## src/rtl/ysyx_22041071_booth_mul_if.sv

```systemverilog
// rtl/ysyx_22041071_booth_mul_if.sv - request/response bundle for the radix-4 Booth multiplier
// Ports (master = requester, slave = multiplier):
//   flush                              abandon any operation in flight
//   mul_valid / mul_ready              request handshake
//   mul_signed, mulw, mul1, mul2       request payload (signedness, word mode, operands)
//   out_valid / out_ready              result handshake
//   result_h, result_l                 product high / low halves
interface ysyx_22041071_booth_mul_if #(
  parameter int XLEN = 64
);
  logic            flush;
  logic            mul_valid;
  logic            mul_ready;
  logic [1:0]      mul_signed;
  logic            mulw;
  logic [XLEN-1:0] mul1;
  logic [XLEN-1:0] mul2;
  logic            out_valid;
  logic            out_ready;
  logic [XLEN-1:0] result_h;
  logic [XLEN-1:0] result_l;

  modport master (
    output flush, mul_valid, mul_signed, mulw, mul1, mul2, out_ready,
    input  mul_ready, out_valid, result_h, result_l
  );

  modport slave (
    input  flush, mul_valid, mul_signed, mulw, mul1, mul2, out_ready,
    output mul_ready, out_valid, result_h, result_l
  );
endinterface

```

## src/rtl/ysyx_22041071_booth_mul.sv

```systemverilog
// rtl/ysyx_22041071_booth_mul.sv - iterative radix-4 Booth multiplier, one digit per cycle
// Ports:
//   clk    rising-edge clock
//   reset  synchronous, active-high
//   bus    ysyx_22041071_booth_mul_if.slave (request, flush and result handshakes)
module ysyx_22041071_booth_mul #(
  parameter int XLEN = 64
) (
  input  logic clk,
  input  logic reset,
  ysyx_22041071_booth_mul_if.slave bus
);
  localparam int H  = XLEN / 2;
  localparam int MW = XLEN + 2;       // extended multiplier width (even)
  localparam int AW = 2 * XLEN + 4;   // accumulator width
  localparam int CW = $clog2(H + 1);

  // Index of the final digit: XLEN/2 in full mode, XLEN/4 in word mode.
  localparam logic [CW-1:0] LAST_FULL = CW'(H);
  localparam logic [CW-1:0] LAST_WORD = CW'(H / 2);

  typedef enum logic [1:0] {IDLE, BUSY, DONE} state_t;

  state_t          state, state_nxt;
  logic [AW-1:0]   acc;
  logic [AW-1:0]   mcand;    // multiplicand, pre-shifted by 2 bits per retired digit
  logic [MW-1:0]   mplier;   // multiplier, shifted right by 2 bits per retired digit
  logic            mprev;    // bit below the current digit window
  logic [CW-1:0]   cnt;
  logic            word;
  logic [XLEN-1:0] res_h;
  logic [XLEN-1:0] res_l;

  logic            accept;
  logic            last;
  logic            s1, s2;
  logic [AW-1:0]   ext1;
  logic [MW-1:0]   ext2;
  logic [AW-1:0]   pp;
  logic [AW-1:0]   acc_sum;
  logic [XLEN-1:0] res_h_nxt;
  logic [XLEN-1:0] res_l_nxt;

  assign bus.mul_ready = (state == IDLE);
  assign bus.out_valid = (state == DONE);
  assign bus.result_h  = res_h;
  assign bus.result_l  = res_l;

  assign accept = (state == IDLE) && bus.mul_valid && !bus.flush;
  assign last   = (cnt == (word ? LAST_WORD : LAST_FULL));

  // Operand extension: the sign bit is replicated only when that operand is signed.
  always_comb begin
    s1 = bus.mul_signed[1];
    s2 = (bus.mul_signed == 2'b11);
    if (bus.mulw) begin
      ext1 = {{(AW-H){s1 & bus.mul1[H-1]}}, bus.mul1[H-1:0]};
      ext2 = {{(MW-H){s2 & bus.mul2[H-1]}}, bus.mul2[H-1:0]};
    end else begin
      ext1 = {{(AW-XLEN){s1 & bus.mul1[XLEN-1]}}, bus.mul1};
      ext2 = {{(MW-XLEN){s2 & bus.mul2[XLEN-1]}}, bus.mul2};
    end
  end

  // Radix-4 Booth digit from {b(2i+1), b(2i), b(2i-1)}.
  always_comb begin
    pp = '0;
    case ({mplier[1:0], mprev})
      3'b001, 3'b010: pp = mcand;
      3'b011:         pp = mcand << 1;
      3'b100:         pp = -(mcand << 1);
      3'b101, 3'b110: pp = -mcand;
      default:        pp = '0;
    endcase
    acc_sum = acc + pp;
  end

  always_comb begin
    if (word) begin
      res_l_nxt = {{H{acc_sum[H-1]}}, acc_sum[H-1:0]};
      res_h_nxt = {{H{acc_sum[XLEN-1]}}, acc_sum[XLEN-1:H]};
    end else begin
      res_l_nxt = acc_sum[XLEN-1:0];
      res_h_nxt = acc_sum[2*XLEN-1:XLEN];
    end
  end

  always_comb begin
    state_nxt = state;
    case (state)
      IDLE:    if (bus.mul_valid) state_nxt = BUSY;
      BUSY:    if (last)          state_nxt = DONE;
      DONE:    if (bus.out_ready) state_nxt = IDLE;
      default:                    state_nxt = IDLE;
    endcase
    if (bus.flush) state_nxt = IDLE;
  end

  always_ff @(posedge clk) begin
    if (reset) begin
      state  <= IDLE;
      acc    <= '0;
      mcand  <= '0;
      mplier <= '0;
      mprev  <= 1'b0;
      cnt    <= '0;
      word   <= 1'b0;
      res_h  <= '0;
      res_l  <= '0;
    end else begin
      state <= state_nxt;
      if (accept) begin
        acc    <= '0;
        mcand  <= ext1;
        mplier <= ext2;
        mprev  <= 1'b0;
        cnt    <= '0;
        word   <= bus.mulw;
      end else if (state == BUSY && !bus.flush) begin
        acc    <= acc_sum;
        mcand  <= mcand << 2;
        mplier <= {mplier[MW-1], mplier[MW-1], mplier[MW-1:2]};
        mprev  <= mplier[1];
        cnt    <= cnt + 1'b1;
        if (last) begin
          res_h <= res_h_nxt;
          res_l <= res_l_nxt;
        end
      end else if (bus.flush) begin
        cnt <= '0;
      end
    end
  end
endmodule

```

## src/flat_wrapper.sv

```systemverilog
// flat-port wrapper written by rule: the top's interface ports become plain ports
module ysyx_22041071_booth_mul_flat 
#(
  parameter int XLEN = 64
)
  (clk, reset, bus_flush, bus_mul_valid, bus_mul_signed, bus_mulw, bus_mul1, bus_mul2, bus_out_ready, bus_mul_ready, bus_out_valid, bus_result_h, bus_result_l);
  ysyx_22041071_booth_mul_if #(.XLEN(XLEN)) bus_i ();
  input  logic clk;
  input  logic reset;
  input wire logic [$bits(bus_i.flush)-1:0] bus_flush;
  input wire logic [$bits(bus_i.mul_valid)-1:0] bus_mul_valid;
  input wire logic [$bits(bus_i.mul_signed)-1:0] bus_mul_signed;
  input wire logic [$bits(bus_i.mulw)-1:0] bus_mulw;
  input wire logic [$bits(bus_i.mul1)-1:0] bus_mul1;
  input wire logic [$bits(bus_i.mul2)-1:0] bus_mul2;
  input wire logic [$bits(bus_i.out_ready)-1:0] bus_out_ready;
  output wire logic [$bits(bus_i.mul_ready)-1:0] bus_mul_ready;
  output wire logic [$bits(bus_i.out_valid)-1:0] bus_out_valid;
  output wire logic [$bits(bus_i.result_h)-1:0] bus_result_h;
  output wire logic [$bits(bus_i.result_l)-1:0] bus_result_l;
  assign bus_i.flush = bus_flush;
  assign bus_i.mul_valid = bus_mul_valid;
  assign bus_i.mul_signed = bus_mul_signed;
  assign bus_i.mulw = bus_mulw;
  assign bus_i.mul1 = bus_mul1;
  assign bus_i.mul2 = bus_mul2;
  assign bus_i.out_ready = bus_out_ready;
  assign bus_mul_ready = bus_i.mul_ready;
  assign bus_out_valid = bus_i.out_valid;
  assign bus_result_h = bus_i.result_h;
  assign bus_result_l = bus_i.result_l;
  ysyx_22041071_booth_mul #(.XLEN(XLEN)) u_core (.clk(clk), .reset(reset), .bus(bus_i));
endmodule
```

## config.mk

```make
export PLATFORM = sky130hd
export DESIGN_NAME = ysyx_22041071_booth_mul_flat
export DESIGN_NICKNAME = d
export VERILOG_FILES = /design/src/rtl/ysyx_22041071_booth_mul_if.sv /design/src/rtl/ysyx_22041071_booth_mul.sv /design/src/flat_wrapper.sv
export SDC_FILE = /design/constraint.sdc
export NUM_CORES = 2
export LEC_CHECK = 0
export BUFFER_PORTS_ARGS = -buffer_cell sky130_fd_sc_hd__buf_4
export CORE_MARGIN = 8
export CORE_UTILIZATION = 45
export CTS_CLUSTER_SIZE = 16
export DETAILED_ROUTE_END_ITERATION = 16
export GPL_TIMING_DRIVEN = 0
export PLACE_DENSITY_LB_ADDON = 0.05
export SETUP_SLACK_MARGIN = 0.4
export SLEW_MARGIN = 5
export SYNTH_ARGS = -nofsm -noshare
export SYNTH_HDL_FRONTEND = slang
export SYNTH_SLANG_ARGS = --single-unit
```

## constraint.sdc

```tcl
create_clock -name clk -period 8 [get_ports clk]
set_input_delay 0 -clock clk [delete_from_list [all_inputs] [get_ports clk]]
set_output_delay 0 -clock clk [all_outputs]
set_load 0.02 [all_outputs]
```

==> results.json <==
{
  "coreArea_um2": 73950,
  "synth_cells": 4789,
  "nets": 5528,
  "dpl_cell_area_um2": 36630,
  "tightestPinTransition_ns": 1.572,
  "tritoncts": "built",
  "dr.pass1.iters": 6,
  "synth_nets": 5056,
  "hold_violations": 0,
  "grt_pass1_vias": 37060,
  "cap_violations": 1,
  "synthFlopType": "dfxtp_1",
  "status": "complete, but fails checks",
  "worst_slack_ns": 0.4861,
  "fill_cells": 7405,
  "worst-path-max-fanout": 9,
  "rsz0062_at_grt": "yes",
  "avgSynthCellArea_um2": 6.979,
  "slew_viol_final": 6,
  "failed_checks": "max-capacitance violations, max-slew violations",
  "path_cells": "buf_2, or4_4, or4_4, or4_1, or4_1, buf_2, or2_2, nor2_1, nand2_1, xor2_1, a221oi_1, a31oi_1, ha_1, a21oi_1, o21bai_1, a21o_1, a221o_1, a21o_1, a21o_1, a22oi_1, and3_1, o21a_1, xor2_1, a311oi_1",
  "synth_top_area_share_pct": 27.55,
  "synth_seq_area_share_pct": 27.55,
  "synth_edf_count": 0,
  "endpoint_kind": "flip-flop",
  "power_density_nw_per_um2": 151.3,
  "clkTransAtPathRegs_ns": 0.06,
  "globalRouteTotalUtil_pct": 38.37,
  "critPathLaunchType": "flip-flop",
  "top_usage_layer": "met2",
  "yosys_warnings": 0,
  "gp_congestion": 1.093,
  "min_path_type": "in -> reg",
  "initial_utilization_pct": 45.20,
  "period_share_pct": 93.92,
  "ios": 266,
  "maxSlewHeadroom_pct": -5.206,
  "grt_first_pass_wirelength_um": 240800,
  "synthTopCellsByCount": "nand2_1, a21oi_1, dfxtp_1",
  "netlist_area_um2": 33420,
  "die_w_um": 288.5,
  "drive_gt1_share_pct": 10.03,
  "vdd_drop_max_uv": 155.1,
  "cp.arrival_ns": 7.99,
  "place_ws_ns": -1.093,
  "cts_buffer_depth": 3,
  "num_vias": 39890,
  "tns_ns": 0,
  "synth.area.top_cells": "dfxtp_1, nand2_1, a21oi_1",
  "finish.instance_area_um2": 40420,
  "grt_use_met2_pct": 60.25,
  "io_buffer_count": 265,
  "p_total_mw": 6.115,
  "drt-initial-drc-count": 4362,
  "antenna_found_initial": 16,
  "critical_path_required_ns": 8.48,
  "fmaxAchievable_mhz": 133.1,
  "grt_max_degree": 14,
  "worst-setup-path-type": "reg -> reg",
  "ant_nets": 0,
  "slowest_delay_ns": 0.63,
  "setup_viol": 0,
  "clock_latency_ns": 0.63,
  "ys_ff_latch": 460,
  "die_area_um2": 83250,
  "drc": 0,
  "use_met1_pct": 47.97,
  "post-synth-top-count-cell": "nand2_1",
  "async_flop_share_pct": 0,
  "leakagePower_nw": 14.64,
  "wl_per_cell_um": 26.81,
  "min_period_ns": 7.514,
  "viasPerCell": 6.358,
  "dieHeight_um": 288.5,
  "synth_top_cell_by_area": "dfxtp_1",
  "crit_top_cell": "a21o_1",
  "ys_types": 85,
  "wl_um": 168200,
  "area_growth_pct": 20.94,
  "root_buffer": "clkbuf_16",
  "dp_hpwl_um": 130300,
  "critPathSlowestCell": "a31oi_1",
  "rows": 100,
  "use_met3_pct": 8.880,
  "htree_levels": 2,
  "cts_buffers": 53,
  "clock_sink_count": 460,
  "fin_skew_ns": 0.03320,
  "grt_overflow": 0
}
cells by family after synthesis:
| logic type | Yosys count | share of synthesized area, % |
|---|---|---|
| AOI/OAI and AO/OA | 1570 | 28.70 |
| adders and majority gates | 131 | 4.927 |
| and+or+nand+nor | 1794 | 24.34 |
| xor gates and xnor gates | 283 | 7.416 |
| DFF | 460 | 27.55 |
| buffers and inverters | 514 | 5.922 |
| muxes | 37 | 1.146 |
flip-flops by register name, summed over array words and instances, names as in the netlist:
name                 cells
u_core.state             2
u_core.mcand           128
u_core.mprev             1
u_core.word              1
u_core.cnt               6
u_core.acc             128
u_core.mplier           66
u_core.bus.result_l     64
u_core.bus.result_h     64
critical path, delay by kind of cell, from the launching register on:
kind | cells | cell delay [ns]
adder cells (fa/ha/maj) | 1 | 0.43
AND/OR/NAND/NOR | 8 | 3.17
AO/OA/AOI/OAI | 11 | 2.62
buffers and inverters | 2 | 0.37
XOR/XNOR | 2 | 0.46
flip-flops | 1 | 0.29
layout by cell type (no fill, tap or decap), types with 17 or more instances in the layout:
cell           Yosys  final
nand2_1          856    856
a21oi_1          588    583
dfxtp_1          460    460
clkbuf_1         381    379
nor2_1           320    317
o21ai_0          293    280
buf_4              1    279
nand3_1          199    198
a31oi_1          171    162
xnor2_1          156    148
dlygate4sd3_1      0    138
ha_1             130    129
xor2_1           127    125
a22oi_1          125    125
nor3_1            94     89
nand4_1           77     77
inv_1             68     68
clkbuf_16          0     54
a211oi_1          57     53
or3_1             52     52
a21o_1            51     51
o21bai_1          49     49
buf_1             44     41
a221oi_1          36     35
mux2i_1           27     27
nor4_1            31     24
o21a_1            23     23
or4_1             26     23
o221ai_1          23     21
nand2b_1          20     20
or2_2             19     19
o22ai_1           19     19
nor2b_1           19     19
and3_1            17     17
per-stage QoR:
stage | std cells | utilization, % | hold WS, ns
6_report | 6274 | 54.66 | 0.1608
5_1_grt | 6271 | 54.65 | 0.2014
4_1_cts | 6263 | 54.12 | 0.1355
3_5_place_dp | 6023 | 49.53 | 0.2267
3_3_place_gp | 6023 | 49.53 | 0.2224
2_1_floorplan | 4789 | - | 0.07931
final cells by class:
cell class	instances	area, um2	share of cell area [%]
Antenna cell	3	7.507	0.01857
Timing Repair Buffer	417	3488	8.630
Sequential cell	460	9209	22.78
Multi-Input combinational cell	3815	22730	56.24
Inverter	71	270.3	0.6686
Tap cell	969	1212	2.999
Clock inverter	17	190.2	0.4705
Clock buffer	79	1565	3.872
Buffer	443	1747	4.321
report_power, final:
group | total (mW) | internal, mW | switching, mW
Combinational | 1.23 | 0.389 | 0.846
Clock | 2.52 | 1.45 | 1.07
Sequential | 2.36 | 2.33 | 0.0296
Total | 6.12 | 4.17 | 1.95
what timing repair did:
action                                  4_1_cts  5_1_grt
setup buffers                                 6        8
pin swaps                                     3       10
endpoints found under the setup margin      178      110
endpoints found under the hold margin       151        0
hold buffers                                138        0
gates resized for setup                      46       87
final timing paths:
check / cells after the start / startpoint / slack (ns) / endpoint
max reg2reg: 24 / u_core.mcand[63]$_SDFFE_PP0P_ / 0.49 / u_core.bus.result_h[53]$_SDFFE_PP0P_
min reg2reg: 2 / u_core.mplier[19]$_SDFFE_PP0P_ / 0.45 / u_core.mplier[19]$_SDFFE_PP0P_
max: 24 / u_core.mcand[63]$_SDFFE_PP0P_ / 0.49 / u_core.bus.result_h[53]$_SDFFE_PP0P_
min: 6 / bus_mul_signed[1] / 0.16 / u_core.mplier[63]$_SDFFE_PP0P_
routing by layer:
metal  share of wire (%)  up-vias  wire [um]
li1                    -    18150          -
met1                  39    18880      65960
met2                  43     2262      72460
met3                  11      590      17900
met4                 7.0       14      11810
met5               0.061        -        102
No activity file was read; power rests on OpenSTA's default activity.
